File: src/rtl/spi_adc_pkg.sv
// -----------------------------------------------------------------------------
// spi_adc_pkg
// Shared definitions for the SPI ADC responder: FSM state encoding and the
// default frame geometry (12-bit sample preceded by 4 zero bits).
// -----------------------------------------------------------------------------
package spi_adc_pkg;

   localparam int DATA_W_DEF     = 12;
   localparam int LEAD_ZEROS_DEF = 4;
   localparam int FRAME_W_DEF    = LEAD_ZEROS_DEF + DATA_W_DEF;

   typedef enum logic {
      IDLE   = 1'b0,
      ACTIVE = 1'b1
   } state_t;

endpackage

File: src/rtl/spi_adc_responder_if.sv
// -----------------------------------------------------------------------------
// spi_adc_responder_if
// SPI pin bundle between an initiator and the ADC responder.
//   sck     : SPI clock, idle low (mode 0), driven by the initiator
//   cs_n    : chip select, active low, driven by the initiator
//   mosi    : initiator -> responder data
//   miso    : responder -> initiator data
//   miso_oe : responder output enable for an external tri-state buffer
// -----------------------------------------------------------------------------
interface spi_adc_responder_if;

   logic sck;
   logic cs_n;
   logic mosi;
   logic miso;
   logic miso_oe;

   modport master (
      output sck,
      output cs_n,
      output mosi,
      input  miso,
      input  miso_oe
   );

   modport slave (
      input  sck,
      input  cs_n,
      input  mosi,
      output miso,
      output miso_oe
   );

endinterface

File: src/rtl/spi_sync_edge.sv
// -----------------------------------------------------------------------------
// spi_sync_edge
// Multi-flop synchronizer for one asynchronous pin plus rise/fall detection
// on the synchronized value.
//   clk, reset : system clock, synchronous active-high reset
//   i_async    : asynchronous pin
//   o_sync     : synchronized level (SYNC_STAGES cycles late)
//   o_rise     : one-cycle pulse on a synchronized 0->1 transition
//   o_fall     : one-cycle pulse on a synchronized 1->0 transition
// RESET_VAL is the pin's idle level so that leaving reset creates no edge.
// -----------------------------------------------------------------------------
module spi_sync_edge #(
   parameter int   SYNC_STAGES = 2,
   parameter logic RESET_VAL   = 1'b0
) (
   input  logic clk,
   input  logic reset,
   input  logic i_async,
   output logic o_sync,
   output logic o_rise,
   output logic o_fall
);

   logic [SYNC_STAGES-1:0] r_sync;
   logic                   r_prev;

   // NOTE: sequential state uses non-blocking assignments so every flop in the
   // chain samples the value from before this clock edge.
   always_ff @(posedge clk) begin
      if (reset) begin
         r_sync <= {SYNC_STAGES{RESET_VAL}};
         r_prev <= RESET_VAL;
      end else begin
         r_sync <= {r_sync[SYNC_STAGES-2:0], i_async};
         r_prev <= r_sync[SYNC_STAGES-1];
      end
   end

   assign o_sync = r_sync[SYNC_STAGES-1];
   assign o_rise =  r_sync[SYNC_STAGES-1] & ~r_prev;
   assign o_fall = ~r_sync[SYNC_STAGES-1] &  r_prev;

endmodule

File: src/rtl/spi_adc_responder.sv
// -----------------------------------------------------------------------------
// spi_adc_responder
// Emulates a 12-bit serial ADC on a mode-0 SPI bus. All SPI pins are
// oversampled in the clk domain (clk must be >= 8x SCK).
//   clk, reset   : system clock, synchronous active-high reset
//   spi          : SPI pins (slave modport)
//   sample_in    : next sample value
//   sample_we    : loads sample_in into the holding register
//   sample_taken : pulse when the holding register is latched for a frame
//   rx_data      : last complete MOSI word, MSB first
//   rx_valid     : pulse when rx_data updates
//   frame_err    : pulse on a frame that ended with the wrong bit count
//   busy         : high while a frame is active
// -----------------------------------------------------------------------------
module spi_adc_responder
   import spi_adc_pkg::*;
#(
   parameter int  DATA_W      = DATA_W_DEF,
   parameter int  LEAD_ZEROS  = LEAD_ZEROS_DEF,
   parameter int  SYNC_STAGES = 2,
   localparam int FRAME_W     = LEAD_ZEROS + DATA_W
) (
   input  logic               clk,
   input  logic               reset,
   spi_adc_responder_if.slave spi,
   input  logic [DATA_W-1:0]  sample_in,
   input  logic               sample_we,
   output logic               sample_taken,
   output logic [FRAME_W-1:0] rx_data,
   output logic               rx_valid,
   output logic               frame_err,
   output logic               busy
);

   // Counter saturates at FRAME_W+1 so over-long frames stay distinguishable.
   localparam int           CNT_W   = $clog2(FRAME_W + 2);
   localparam logic [CNT_W-1:0] CNT_FULL = CNT_W'(FRAME_W);
   localparam logic [CNT_W-1:0] CNT_MAX  = CNT_W'(FRAME_W + 1);

   // ---------------- pin synchronization ----------------
   logic w_sck_rise, w_sck_fall, w_sck_sync;
   logic w_cs_rise,  w_cs_fall,  w_cs_sync;
   logic [SYNC_STAGES-1:0] r_mosi_sync;

   spi_sync_edge #(.SYNC_STAGES(SYNC_STAGES), .RESET_VAL(1'b0)) u_sck_sync (
      .clk     (clk),
      .reset   (reset),
      .i_async (spi.sck),
      .o_sync  (w_sck_sync),
      .o_rise  (w_sck_rise),
      .o_fall  (w_sck_fall)
   );

   spi_sync_edge #(.SYNC_STAGES(SYNC_STAGES), .RESET_VAL(1'b1)) u_cs_sync (
      .clk     (clk),
      .reset   (reset),
      .i_async (spi.cs_n),
      .o_sync  (w_cs_sync),
      .o_rise  (w_cs_rise),
      .o_fall  (w_cs_fall)
   );

   // MOSI needs the same depth as SCK so the bit sampled on a detected SCK
   // rise is the one the initiator held around that pin edge.
   always_ff @(posedge clk) begin
      if (reset) r_mosi_sync <= '0;
      else       r_mosi_sync <= {r_mosi_sync[SYNC_STAGES-2:0], spi.mosi};
   end

   // ---------------- FSM ----------------
   state_t r_state, w_state_nxt;
   logic   w_start, w_stop, w_shift_in, w_shift_out;

   always_ff @(posedge clk) begin
      if (reset) r_state <= IDLE;
      else       r_state <= w_state_nxt;
   end

   // NOTE: every output of this block gets a default first, so no path leaves
   // a signal unassigned and no latch is inferred.
   always_comb begin
      w_state_nxt = r_state;
      w_start     = 1'b0;
      w_stop      = 1'b0;
      w_shift_in  = 1'b0;
      w_shift_out = 1'b0;
      case (r_state)
         IDLE: begin
            // SCK edges are ignored while idle.
            if (w_cs_fall) begin
               w_state_nxt = ACTIVE;
               w_start     = 1'b1;
            end
         end
         ACTIVE: begin
            // A CS rise masks any SCK edge seen in the same cycle.
            if (w_cs_rise) begin
               w_state_nxt = IDLE;
               w_stop      = 1'b1;
            end else begin
               w_shift_in  = w_sck_rise;
               w_shift_out = w_sck_fall;
            end
         end
         default: w_state_nxt = IDLE;
      endcase
   end

   // ---------------- datapath ----------------
   logic [DATA_W-1:0]  r_hold;
   logic [FRAME_W-1:0] r_tx, r_rx, r_rx_data;
   logic [CNT_W-1:0]   r_cnt;
   logic               r_miso, r_miso_oe;
   logic               r_rx_valid, r_frame_err, r_sample_taken;
   logic [FRAME_W-1:0] w_tx_load;

   assign w_tx_load = FRAME_W'(r_hold);

   always_ff @(posedge clk) begin
      if (reset) begin
         r_hold         <= '0;
         r_tx           <= '0;
         r_rx           <= '0;
         r_rx_data      <= '0;
         r_cnt          <= '0;
         r_miso         <= 1'b0;
         r_miso_oe      <= 1'b0;
         r_rx_valid     <= 1'b0;
         r_frame_err    <= 1'b0;
         r_sample_taken <= 1'b0;
      end else begin
         r_rx_valid     <= 1'b0;
         r_frame_err    <= 1'b0;
         r_sample_taken <= 1'b0;

         // A write coinciding with frame start still loads the holding
         // register; the frame takes the value from before this edge.
         if (sample_we) r_hold <= sample_in;

         if (w_start) begin
            r_tx           <= w_tx_load;
            r_rx           <= '0;
            r_cnt          <= '0;
            r_miso         <= w_tx_load[FRAME_W-1];
            r_miso_oe      <= 1'b1;
            r_sample_taken <= 1'b1;
         end

         if (w_shift_in) begin
            r_rx <= {r_rx[FRAME_W-2:0], r_mosi_sync[SYNC_STAGES-1]};
            if (r_cnt != CNT_MAX) r_cnt <= r_cnt + 1'b1;
         end

         // Zero fill makes MISO read 0 once the frame's bits are exhausted.
         if (w_shift_out) begin
            r_tx   <= {r_tx[FRAME_W-2:0], 1'b0};
            r_miso <= r_tx[FRAME_W-2];
         end

         if (w_stop) begin
            r_miso    <= 1'b0;
            r_miso_oe <= 1'b0;
            if (r_cnt == CNT_FULL) begin
               r_rx_data  <= r_rx;
               r_rx_valid <= 1'b1;
            end else begin
               r_frame_err <= 1'b1;
            end
         end
      end
   end

   assign spi.miso     = r_miso;
   assign spi.miso_oe  = r_miso_oe;
   assign sample_taken = r_sample_taken;
   assign rx_data      = r_rx_data;
   assign rx_valid     = r_rx_valid;
   assign frame_err    = r_frame_err;
   assign busy         = (r_state == ACTIVE);

   // Synchronized levels are kept for debug visibility only.
   logic w_unused;
   assign w_unused = w_sck_sync ^ w_cs_sync;

endmodule

File: src/flat_wrapper.sv
// flat-port wrapper written by rule: the top's interface ports become plain ports
module spi_adc_responder_flat import spi_adc_pkg::*;
#(
   parameter int  DATA_W      = DATA_W_DEF,
   parameter int  LEAD_ZEROS  = LEAD_ZEROS_DEF,
   parameter int  SYNC_STAGES = 2,
   localparam int FRAME_W     = LEAD_ZEROS + DATA_W
)
  (clk, reset, sample_in, sample_we, sample_taken, rx_data, rx_valid, frame_err, busy, spi_sck, spi_cs_n, spi_mosi, spi_miso, spi_miso_oe);
  spi_adc_responder_if spi_i ();
  input  logic clk;
  input  logic reset;
  input  logic [DATA_W-1:0] sample_in;
  input  logic sample_we;
  output logic sample_taken;
  output logic [FRAME_W-1:0] rx_data;
  output logic rx_valid;
  output logic frame_err;
  output logic busy;
  input wire logic [$bits(spi_i.sck)-1:0] spi_sck;
  input wire logic [$bits(spi_i.cs_n)-1:0] spi_cs_n;
  input wire logic [$bits(spi_i.mosi)-1:0] spi_mosi;
  output wire logic [$bits(spi_i.miso)-1:0] spi_miso;
  output wire logic [$bits(spi_i.miso_oe)-1:0] spi_miso_oe;
  assign spi_i.sck = spi_sck;
  assign spi_i.cs_n = spi_cs_n;
  assign spi_i.mosi = spi_mosi;
  assign spi_miso = spi_i.miso;
  assign spi_miso_oe = spi_i.miso_oe;
  spi_adc_responder #(.DATA_W(DATA_W), .LEAD_ZEROS(LEAD_ZEROS), .SYNC_STAGES(SYNC_STAGES)) u_core (.clk(clk), .reset(reset), .spi(spi_i), .sample_in(sample_in), .sample_we(sample_we), .sample_taken(sample_taken), .rx_data(rx_data), .rx_valid(rx_valid), .frame_err(frame_err), .busy(busy));
endmodule
File: config.mk
export PLATFORM = sky130hd
export DESIGN_NAME = spi_adc_responder_flat
export DESIGN_NICKNAME = d
export VERILOG_FILES = /design/src/rtl/spi_adc_pkg.sv /design/src/rtl/spi_adc_responder_if.sv /design/src/rtl/spi_sync_edge.sv /design/src/rtl/spi_adc_responder.sv /design/src/flat_wrapper.sv
export SDC_FILE = /design/constraint.sdc
export NUM_CORES = 1
export LEC_CHECK = 0
export ABC_AREA = 1
export CORE_MARGIN = 10
export CORE_UTILIZATION = 40
export CTS_CLUSTER_SIZE = 30
export DETAILED_ROUTE_END_ITERATION = 8
export PLACE_DENSITY = 0.6
export SYNTH_ARGS = -nofsm -noshare
export SYNTH_HDL_FRONTEND = slang
export SYNTH_SLANG_ARGS = --single-unit
File: constraint.sdc
create_clock -name clk -period 1.5 [get_ports clk]
set_input_delay 0.3 -clock clk [delete_from_list [all_inputs] [get_ports clk]]
set_output_delay 0.3 -clock clk [all_outputs]
set_load 0.005 [all_outputs]
==> impl_metrics.csv <==
group,metric,value,unit
cells_and_area,layout-drive-gt1-share,11.9,%
logic_synthesis,ys_seq_area_share,49.8,%
flow_run,cap_violations,0,
clocking,clockBufferDepth,2,
die,design.portCount,40,
worst_setup_path,path_max_fanout,1,
die,core,7690,um^2
worst_setup_path,slowest_delay,500,ps
routing,vias,2642,
sta,min_period_over_period,97.2,%
worst_setup_path,cp_slowest_cell,"clkdlybuf4s50_1",
global_route,grt_pass1_vias,2539,
outcome,status,"finished, final reports clean",
die,die_area,11800,um^2
cells_and_area,final_nets,469,
worst_setup_path,crit_family,"buffers and inverters",
sta,finalCriticalPeriod,1460,ps
global_route,antenna_found_initial,0,
routing,ant_nets,0,
cells_and_area,diodes,0,
worst_setup_path,regToRegStartpoint,"u_core.u_cs_sync.r_prev",
cells_and_area,area_delta_synth_final,25.4,%
global_route,grt_usage,12.0,%
hold_path,min_from,"u_core.u_sck_sync.r_sync[0]",
logic_synthesis,synth_fp_nets,428,
global_route,met1_usage,15.5,%
placed_design,globalplace.congestion,0.729,
placed_design,placed_cells,538,
logic_synthesis,yosys.area.top_type,"dfxtp_1",
global_route,met2_usage,18.1,%
cells_and_area,fillers,765,
worst_setup_path,critical_path.cell_chain,"clkdlybuf4s50_1",
sta,skew,14.4,ps
clocking,cts_tree,"done",
die,start_util,40.8,%
logic_synthesis,avgSynthCellArea,7.70,um^2
die,die_y,109,um
sta,finalHoldViolCount,0,
clocking,holdBufCountCts,0,
placed_design,dp_hpwl,4540,um
power,powerDensity,1100,nW/um^2
worst_setup_path,critical_path_buf_inv_count,1,
global_route,gr-usage-met3,3.81,%
worst_setup_path,path_class,"reg2out",
sta,worstMarginPinSlew,375,ps
power,p_leak,1.72,nW
clocking,clk_pin_slew,80,ps
routing,drc,0,
clocking,clock_latency,350,ps
routing,initialDrtViolationCount,137,
worst_setup_path,cp-start-kind,"flip-flop",
sta,setup_tns,0,ps
logic_synthesis,ys_types,28,
logic_synthesis,synth_top_cell_area_share,49.8,%
global_route,grt-busiest-layer,"met2",
routing,wl_per_cell,12.4,um
logic_synthesis,ys_warn_count,0,
routing,routed_wl,6860,um
worst_setup_path,worstReg2RegEnd,"u_core.r_rx[0]",
logic_synthesis,syn_area,3140,um^2
clocking,cts.sinks,78,
sta,setup_viol,0,
placed_design,dp_worst_setup_slack,63.9,ps
clocking,cts_root_buf,"clkbuf_8",
cells_and_area,stdcell_count,555,
worst_setup_path,ff2ff_setup_slack,120,ps
logic_synthesis,synth.area.top_cells,"dfxtp_1 (50%), nor2_1 (9.8%), nand2_1 (6.9%)",
worst_setup_path,arrival,1160,ps
global_route,grt_max_degree,32,
worst_setup_path,worstSetupEndpointType,"primary output",
sta,slew_viol_final,0,
sta,max_slew_margin,75.0,%
routing,vias_per_cell,4.76,
worst_setup_path,rr_worst_depth,7,
worst_setup_path,worstPathRequired,1200,ps
die,rows,32,
logic_synthesis,syn_inst,407,
sta,rsz0062_at_grt,"false",
clocking,cts-buffers-inserted,9,
cells_and_area,final_core_util,51.2,%
hold_path,worstHoldEndpoint,"u_core.u_sck_sync.r_sync[1]",
global_route,grt_overflow,0,
sta,fmax,0.686,GHz
sta,fin_ws,42.7,ps
global_route,grt_first_pass_wirelength,11600,um
clocking,htree_levels,3,
logic_synthesis,synth-seq-cells,78,
power,vdd_drop_max,0.528,mV
hold_path,holdPathStages,2,
placed_design,portBuffers,39,
hold_path,hp-class,"reg2reg",
die,die_w,109,um
routing,firstDrtPassIters,4,
power,power,0.00432,W
-- state kept, by name (all words and copies together) (netlist names), 2 cells and up --
signal / count
u_core.r_cnt: 5
u_core.u_cs_sync.r_sync: 2
u_core.r_tx: 15
u_core.r_hold: 12
u_core.u_sck_sync.r_sync: 2
u_core.r_mosi_sync: 2
u_core.r_rx: 16
u_core.rx_data: 16
-- stage by stage --
| step | cell area [um^2] | hold slack, ps |
|---|---|---|
| global placement | 3650 | 398 |
| global route | 3930 | 417 |
| CTS | 3900 | 411 |
| finish | 3930 | 408 |
| detailed placement | 3650 | 396 |
| floorplan | 3140 | 388 |
-- metal layers --
layer  wire length (um)  part of all wire [%]
met4                 91                   1.3
met2               3110                    45
met1               3290                    48
met5                  0                     0
met3                367                   5.4
-- worst max path at each step --
stage                        startpoint           endpoint  slack (ps)  depth (start not counted)
global route        u_core.sample_taken       sample_taken           5                          1
global placement            u_core.busy               busy         120                          1
CTS                     u_core.spi.miso           spi_miso         0.6                          1
finish                  u_core.rx_valid           rx_valid          40                          1
detailed placement          u_core.busy     u_core.r_rx[3]          60                          3
floorplan               u_core.r_cnt[0]  u_core.rx_data[6]         270                          7
-- cell families (layout without fill, tap and decap cells) --
family	count (synthesis)	in the layout	share of synthesized area [%]
simple gates	215	215	31.4
flops	78	78	49.8
compound gates	55	55	8.78
buf+inv	55	101	8.50
fa+ha+maj	3	3	1.20
xor+xnor	1	1	0.279
-- where the power goes --
group	switching, W	internal (W)	total (W)
clock network	0.000819	0.00113	0.00195
logic	0.000126	0.000106	0.000233
registers	0.0000220	0.00211	0.00213
-- placed cells by master, fill, tap and decap left out, types with 2 or more instances in the layout --
master	n
nor2_1	82
dfxtp_2	3
nor2_4	3
dlymetal6s2s_1	7
nand2_2	2
bufinv_16	3
inv_1	26
nand3_2	3
nand2_1	57
nor3_1	17
clkbuf_8	9
buf_4	14
clkdlybuf4s50_1	19
ha_1	3
or2_2	2
o21ai_1	10
inv_6	2
o21ai_0	18
inv_2	3
a21oi_1	27
buf_12	3
dfxtp_1	74
nand3_1	31
dlygate4sd2_1	13
nand4_1	12
-- final cells by class --
type,instances,area [um^2],area share [%]
Clock buffer,9,124,3.15
Clock inverter,7,128,3.25
Inverter,29,109,2.77
Multi-Input combinational cell,274,1320,33.5
Sequential cell,78,1570,39.9
Tap cell,102,128,3.25
Timing Repair Buffer,56,557,14.2
-- cell usage after synthesis --
library cell	number
nand4_1	12
buf_2	6
nor2_4	3
inv_2	3
nand3_1	31
nand2_2	1
ha_1	3
xor2_1	1
clkbuf_1	7
buf_6	4
nor2_2	1
nand2_1	58
or2_2	2
nand3_4	1
dfxtp_1	78
nand3b_1	1
nor2_1	82
o21ai_1	10
buf_4	6
nor3_1	17
nand3_2	3
a21oi_1	27
inv_1	26
o21ai_0	18
nand4_2	1
nand2_4	1
buf_1	3
nor3b_1	1
-- what timing repair did --
action	in CTS	in global routing
gates cloned	0	0
resized for setup	17	10
setup buffers	1	0
setup endpoints to repair	14	29
-- worst min-delay path, stage by stage, from the launching register on --
cell,delay [ps]
dfxtp_1,300
inv_1,40
nor2_1,30
Power figures use the tool's default switching activity.
